--- src/rtl/ieeedrv_rom_loader.sv ---
// Drive ROM loader: writes the host download stream into the shared drive ROM,
// keeps drive CPUs in reset until a complete image has settled, then yields the port.
module ieeedrv_rom_loader #(
    parameter int ADDRWIDTH   = 14,
    parameter int HOLD_CYCLES = 16
) (
    input  logic                 clk,
    input  logic                 reset_n,
    input  logic                 dl_active,
    input  logic                 dl_wr,
    input  logic [ADDRWIDTH-1:0] dl_addr,
    input  logic [7:0]           dl_data,
    input  logic [ADDRWIDTH-1:0] mux_addr,
    output logic [ADDRWIDTH-1:0] rom_addr,
    output logic [7:0]           rom_data,
    output logic                 rom_wren,
    output logic                 drv_reset,
    output logic                 rom_valid,
    output logic [ADDRWIDTH:0]   byte_count,
    output logic [7:0]           checksum,
    output logic                 overflow
);

    localparam int CW = ADDRWIDTH + 1;
    localparam int HW = (HOLD_CYCLES > 1) ? $clog2(HOLD_CYCLES) : 1;
    localparam logic [CW-1:0] FULL_C    = {1'b1, {ADDRWIDTH{1'b0}}};
    localparam logic [HW-1:0] HOLD_INIT = HW'(HOLD_CYCLES - 1);

    typedef enum logic [1:0] {
        IDLE = 2'd0,
        LOAD = 2'd1,
        HOLD = 2'd2,
        RUN  = 2'd3
    } state_t;

    state_t                 state_q, state_d;
    logic [CW-1:0]          byte_count_q, byte_count_d;
    logic [7:0]             checksum_q, checksum_d;
    logic                   overflow_q, overflow_d;
    logic [ADDRWIDTH-1:0]   wr_addr_q, wr_addr_d;
    logic [7:0]             wr_data_q, wr_data_d;
    logic                   wr_pend_q, wr_pend_d;
    logic [HW-1:0]          hold_q, hold_d;
    logic                   drv_reset_q, rom_valid_q;
    logic                   load_entry_s;

    // Next-state and download bookkeeping
    always_comb begin
        state_d      = state_q;
        byte_count_d = byte_count_q;
        checksum_d   = checksum_q;
        overflow_d   = overflow_q;
        wr_addr_d    = wr_addr_q;
        wr_data_d    = wr_data_q;
        wr_pend_d    = 1'b0;
        hold_d       = hold_q;
        load_entry_s = 1'b0;
        case (state_q)
            IDLE: begin
                if (dl_active) begin
                    load_entry_s = 1'b1;
                end else begin
                    state_d = IDLE;
                end
            end
            LOAD: begin
                if (dl_wr) begin
                    if (byte_count_q != FULL_C) begin
                        wr_addr_d    = dl_addr;
                        wr_data_d    = dl_data;
                        wr_pend_d    = 1'b1;
                        byte_count_d = byte_count_q + CW'(1);
                        checksum_d   = checksum_q + dl_data;
                    end else begin
                        overflow_d = 1'b1;
                    end
                end else begin
                    wr_pend_d = 1'b0;
                end
                // A strobe coinciding with the dl_active fall is still taken above.
                if (!dl_active) begin
                    state_d = HOLD;
                    hold_d  = HOLD_INIT;
                end else begin
                    state_d = LOAD;
                end
            end
            HOLD: begin
                if (dl_active) begin
                    load_entry_s = 1'b1;
                end else if (hold_q == {HW{1'b0}}) begin
                    state_d = (byte_count_q != {CW{1'b0}}) ? RUN : IDLE;
                end else begin
                    hold_d = hold_q - HW'(1);
                end
            end
            RUN: begin
                if (dl_active) begin
                    load_entry_s = 1'b1;
                end else begin
                    state_d = RUN;
                end
            end
            default: begin
                state_d = IDLE;
            end
        endcase
        if (load_entry_s) begin
            state_d      = LOAD;
            byte_count_d = {CW{1'b0}};
            checksum_d   = 8'h00;
            overflow_d   = 1'b0;
        end else begin
            state_d = state_d;
        end
    end

    // State and status registers
    always_ff @(posedge clk or negedge reset_n) begin
        if (!reset_n) begin
            state_q      <= IDLE;
            byte_count_q <= {CW{1'b0}};
            checksum_q   <= 8'h00;
            overflow_q   <= 1'b0;
            wr_addr_q    <= {ADDRWIDTH{1'b0}};
            wr_data_q    <= 8'h00;
            wr_pend_q    <= 1'b0;
            hold_q       <= {HW{1'b0}};
            drv_reset_q  <= 1'b1;
            rom_valid_q  <= 1'b0;
        end else begin
            state_q      <= state_d;
            byte_count_q <= byte_count_d;
            checksum_q   <= checksum_d;
            overflow_q   <= overflow_d;
            wr_addr_q    <= wr_addr_d;
            wr_data_q    <= wr_data_d;
            wr_pend_q    <= wr_pend_d;
            hold_q       <= hold_d;
            drv_reset_q  <= (state_d != RUN);
            rom_valid_q  <= (state_d == RUN);
        end
    end

    // ROM port ownership; the HOLD term flushes a write accepted in the last LOAD cycle
    always_comb begin
        if ((state_q == LOAD) || ((state_q == HOLD) && wr_pend_q)) begin
            rom_addr = wr_addr_q;
            rom_data = wr_data_q;
            rom_wren = wr_pend_q;
        end else begin
            rom_addr = mux_addr;
            rom_data = 8'h00;
            rom_wren = 1'b0;
        end
    end

    assign drv_reset  = drv_reset_q;
    assign rom_valid  = rom_valid_q;
    assign byte_count = byte_count_q;
    assign checksum   = checksum_q;
    assign overflow   = overflow_q;

endmodule

--- config.mk ---
export PLATFORM = sky130hd
export DESIGN_NAME = ieeedrv_rom_loader
export DESIGN_NICKNAME = d
export VERILOG_FILES = /design/src/rtl/ieeedrv_rom_loader.sv
export SDC_FILE = /design/constraint.sdc
export NUM_CORES = 1
export LEC_CHECK = 0
export ABC_AREA = 1
export CAP_MARGIN = 10
export CORE_MARGIN = 1
export CORE_UTILIZATION = 40
export CTS_BUF_LIST = sky130_fd_sc_hd__clkbuf_16
export CTS_CLUSTER_SIZE = 14
export DETAILED_ROUTE_END_ITERATION = 6
export GPL_TIMING_DRIVEN = 0
export PLACE_DENSITY = 0.68
export REMOVE_ABC_BUFFERS = 1
export SLEW_MARGIN = 20
export SYNTH_ARGS = -nofsm -noshare
export SYNTH_HDL_FRONTEND = slang
export SYNTH_SLANG_ARGS = --single-unit
--- constraint.sdc ---
create_clock -name clk -period 3 [get_ports clk]
set_input_delay 0.3 -clock clk [delete_from_list [all_inputs] [get_ports clk]]
set_output_delay 0.3 -clock clk [all_outputs]
set_load 0.02 [all_outputs]
=== Word level (Yosys, flattened, before mapping) ===
Cells that the tools add are included.

* Flip-flop bits (word level): 55
* Bits in latches: 0
* Memory bits (writable): 0
* ROM bits: 0
* Bits of input ports: 40
* Output and inout port bits: 49
* Word-level logic and storage cells: 69
* Memories kept: 0

* Add/subtract/negate cells: 3
* $mul: 0
* Divide/modulo/power cells: 0
* $lt $le $gt $ge: 0
* Equality and inequality tests: 10
* Shift-type cells: 0
* Muxes and demuxes: 32
* Bitwise logic cells: 0
* Reduce and logical (&&, ||, !) cells: 14

{| class="wikitable"
|+ Operator list
! kind !! count
|-
| 2-to-1 mux 15 bit || 4
|-
| 2-to-1 mux 8 bit || 5
|-
| adder 15 x 1 -> 15 bit, second input constant || 1
|-
| inequality test 15 bit, second input constant || 1
|-
| nonzero test 15 bit || 1
|-
| 2-to-1 mux 14 bit || 1
|-
| 2-to-1 mux 2 bit || 7
|-
| 2-to-1 mux 4 bit || 3
|-
| 2-to-1 mux 1 bit || 10
|-
| inequality test 2 bit, second input constant || 5
|-
| AND reduction 3 bit || 3
|-
| adder 8 bit || 1
|-
| one-hot mux 2 bit (4 select lines) || 1
|-
| one-hot mux 4 bit (2 select lines) || 1
|-
| nonzero test 2 bit || 4
|-
| == test 2 bit, second input constant || 3
|-
| zero test 4 bit || 1
|-
| AND reduction 4 bit || 1
|-
| subtractor 4 x 1 -> 4 bit, second input constant || 1
|-
| OR reduction 3 bit || 1
|-
| == test 2 x 1 -> 1 bit, second input constant || 1
|-
| zero test 2 bit || 1
|-
| logical AND 1 bit || 1
|-
| logical OR 1 bit || 1
|}

=== Logic depth before layout (Yosys ltp) ===
* Word-level depth: 7
* Gate-level depth with buffers: 11
* Depth with buffers taken out: 10

=== Worst setup path before layout ===
Ideal clock, no wire load.

* Kind: reg-to-reg
* Start point: register checksum_q[0], in the netlist checksum[0]
* End point: register checksum_q[6], in the netlist checksum[6]
* Library setup time: 0.117 ns
* Arrival: 1.618 ns
* Data required time: 2.883 ns
* Path slack: 1.266 ns
* Cell stages (with the launch flop): 10
* Cells stage by stage: dfrtp_1 -> ha_1 -> inv_1 -> fa_1 -> o21ai_0 -> nand2_1 -> nand2_1 -> nand2_1 -> nand3_2 -> nand2_1

* Cells in the longest elaborated chain, start to end: 5

{| class="wikitable"
|+ Ends and longest elaborated chain
! item !! line !! RTL
|-
| start: declaration || 38 || <nowiki>logic [7:0] checksum_q, checksum_d;</nowiki>
|-
| start signal: assignment || 134 || <nowiki>checksum_q <= checksum_d;</nowiki>
|-
| adder 8 bit || 73 || <nowiki>checksum_d = checksum_q + dl_data;</nowiki>
|-
| 2-to-1 mux 8 bit || 68 || <nowiki>if (byte_count_q != FULL_C) begin</nowiki>
|-
| 2-to-1 mux 8 bit || 67 || <nowiki>if (dl_wr) begin</nowiki>
|-
| 2-to-1 mux 8 bit || 58 || <nowiki>case (state_q)</nowiki>
|-
| 2-to-1 mux 8 bit || 108 || <nowiki>if (load_entry_s) begin</nowiki>
|}

No other way between the ends. The select of a mux whose other input is x is not followed.
A chain may end at the register's enable or synchronous reset.

=== Final worst setup path ===
* Start point: register state_q[0]
* End point: output port rom_data[0]

* Cells in the longest elaborated chain, start to end: 4
* Elaborated cells between the ends (all ways): 5
* Classes of those cells: eq/ne: 2; mux: 1; reduce/logical: 2

{| class="wikitable"
|+ Ends and longest elaborated chain
! item !! line !! RTL
|-
| start: declaration || 36 || <nowiki>state_t state_q, state_d;</nowiki>
|-
| start signal: assignment || 132 || <nowiki>state_q <= state_d;</nowiki>
|-
| == test 2 bit || 147 || <nowiki>if ((state_q == LOAD) || ((state_q == HOLD) && wr_pend_q)) begin</nowiki>
|-
| logical AND 1 bit || 147 ||
|-
| logical OR 1 bit * || 147 ||
|-
| 2-to-1 mux 8 bit * || 147 ||
|-
| end: declaration || 15 || <nowiki>output logic [7:0] rom_data,</nowiki>
|}

Every way passes the cells marked *; elsewhere a longest branch is shown, timed or not.

==> results.txt <==
Outcome - complete, no violations
Via count - 2968
Asr flop ratio synth - 100%
Io pins - 89
Largest net degree at the start of global routing - 56
Total wire length - 7.60 mm
Top cells by count, synth - nand2_1, dfrtp_1, inv_1
Dpl hpwl - 5.34 mm
Clock root cell - clkbuf_16
Switching power - 0.000749 W
Area occupied by registers - 1380 sq um
Endpoints failing hold - 0
Tot Pwr - 0.00223 W
Max_cap viols - 0
Cell variety after synth - 34
Critical path class - register to output pin
Core Util, Final - 55.5%
Switching Fraction - 33.6%
Peak Freq - 368 MHz
#FFs+latches synth - 55
Final Max Tran Viols - 0
IO Port Bufs - 88
Reg-to-reg startpoint - byte_count[0]
Clk_skew - 0.00578 ns
Starting Density - 41.7%
Worst reg2reg path depth - 10
Reg2Reg Setup Slack - 0.97 ns
Mapped cell area - 3240 sq um
Final antenna-violating net count - 0
Startpoint Class - register
Grt ovf - 0
Int Power - 0.00148 W
Hold/Removal Path Class - primary input to async pin
Initial antenna violation count - 0
Post-synthesis cell count - 437
First-pass GRT wire length - 13.0 mm
Pre-antenna DRT Iters - 4
Post-layout nets - 574
Die ar. - 8470 sq um
PD cells - 518 nW/um^2
Via/cell ratio - 4.75
Number of DRC markers in iteration 0 - 109
Clock share of power - 24.5%
CTS Buffer Depth - 2
Fill cell count - 738
WL/cell - 12.2 microns
Clk slew on worst S/H paths - 0.07 ns
Vias in the first global route - 2854
Synth Warn # - 0
Top cells by area, synth - dfrtp_1, nand2_1, inv_1, nor2_1, ha_1
Crit path max fanout - 16
Critical Path End - rom_data[0]
Rows - 32
Multi-input logic area - 1590 sq um
Top_reg_cell synth - dfrtp_1
RSZ-0062 raised after global routing - false
EDFF count, synth - 0
Fin crit share - 90.6%
Antenna fix cells - 0
Worst Path Required - 2.70 ns
Crit end category - output pin
Worst Tran Pin Value - 0.701 ns
DRC - 0
CP arrival - 2.42 ns
Chip Height - 92.0 microns
Seq pwr share - 41.0%
Max VDD drop - 0.000261 V
Core area - 7770 sq um
GP Congestion - 0.860
Hold Buf Count CTS - 0
Final setup vio count - 0
Slew headroom - 53.3%
Lkg Pwr - 2.13 nW
Combinational share of power - 34.4%
Total GRT Usage - 19.2%
Top-count cell post-synth - nand2_1
Post-CTS Setup Inserts - 0
Post-synth top area cell - dfrtp_1
Area grow syn2layout - 32.9%
Clock latency on the worst-skew pair - 0.29 ns
R2r endpoint - checksum[7]
TritonCTS clock tree - yes
H-tree depth - 2
Post-synthesis sequential area ratio - 42.5%
Critical path origin - state_q[0]
Clk sinks - 55
CTS Buf Count - 5
Chip width - 92.0 microns
Synth Area per Inst - 7.42 sq um
Share of post-route cells with drive strength above 1 - 7.65%
Area share of the largest cell type after synthesis - 41.7%
Final min period - 2.72 ns
[through the flow]
stage / hold WS, ns / area (sq um) / TNS, ns / cells / setup slack [ns]
3_5_place_dp: 0.401 / 4160 / 0 / 616 / 0.227
4_1_cts: 0.0920 / 4290 / -1.21 / 624 / -0.0922
3_3_place_gp: 0.451 / 4160 / -8.99 / 616 / -0.169
5_1_grt: 0.119 / 4310 / 0 / 625 / 0.0345
2_1_floorplan: 0.00441 / 3150 / 0 / 426 / 1.16
6_report: 0.0453 / 4310 / 0 / 625 / 0.281
[per-layer routing]
| metal | routed length (microns) | GRT usage [%] | part of all wire (%) | vias to the layer above |
|---|---|---|---|---|
| li1 | - | - | - | 1523 |
| met1 | 3540 | 25.0 | 47 | 1369 |
| met3 | 338 | 3.90 | 4.4 | 9 |
| met5 | 0 | 0 | 0 | - |
| met4 | 76 | 4.95 | 1.0 | 0 |
| met2 | 3640 | 32.5 | 48 | 67 |
[cells by family (layout without fill, tap and decap cells)]
group           count (synthesis)  in the layout  share of synthesized area, %
compound gates                 28             28                          5.52
xor+xnor                       10             10                          2.70
fa+ha+maj                      12             12                          4.86
buf+inv                        57            143                          8.41
flops                          55             55                          42.5
simple gates                  275            275                          36.0
[how the worst min path moves through the flow]
stage	from	slack (ns)	end
final	reset_n	0.05	byte_count[13]
after global routing	reset_n	0.12	byte_count[13]
after CTS	reset_n	0.09	byte_count[9]
after detailed placement	reset_n	0.40	byte_count[9]
after global placement	hold_q[0]	0.45	hold_q[0]
after floorplan	reset_n	0.004	byte_count[0]
[sequential cells by signal (all words and copies together) (netlist names)]
name	cells
byte_count	15
checksum	8
drv_reset	1
hold_q	4
overflow	1
rom_valid	1
state_q	2
wr_addr_q	14
wr_data_q	8
wr_pend_q	1
[placed cells by master (no fill, tap or decap), types with 5 or more instances in the layout]
master,n
a21oi_1,8
clkbuf_16,5
clkdlybuf4s50_1,87
dfrtp_1,54
ha_1,11
inv_1,42
nand2_1,183
nand2_2,9
nand3_1,18
nand4_1,10
nor2_1,41
o21ai_2,7
xor2_1,8
[power groups by stage]
stage                     registers [W]  clock network, W  logic, W
after floorplan                0.000962                 0  0.000418
after global placement         0.000926                 0  0.000759
after detailed placement       0.000926                 0  0.000774
after CTS                      0.000915          0.000567  0.000777
after global routing           0.000930          0.000598  0.000859
final                          0.000916          0.000548  0.000769
[cell type report]
class / instances / area share, %
Timing Repair Buffer: 88 / 20.4
Multi-Input combinational cell: 325 / 37.0
Tap cell: 102 / 2.96
Timing Repair inverter: 1 / 0.174
Inverter: 46 / 4.33
Clock inverter: 3 / 0.261
Clock buffer: 5 / 2.90
Sequential cell: 55 / 32.0
[repair_timing]
| action | CTS | global route |
|---|---|---|
| resized for setup | 0 | 3 |
| setup endpoints to repair | 23 | 23 |
| cloned | 0 | 1 |
[critical path, cell delays in order (launching register included)]
cell,delay (ns)
dfrtp_1,0.41
inv_2,0.09
nand2_1,0.07
inv_1,0.07
nand2_1,0.06
nand2_2,0.28
clkinvlp_4,0.36
nor2_1,0.17
clkdlybuf4s50_1,0.62
(Power assumes the default switching activity.)
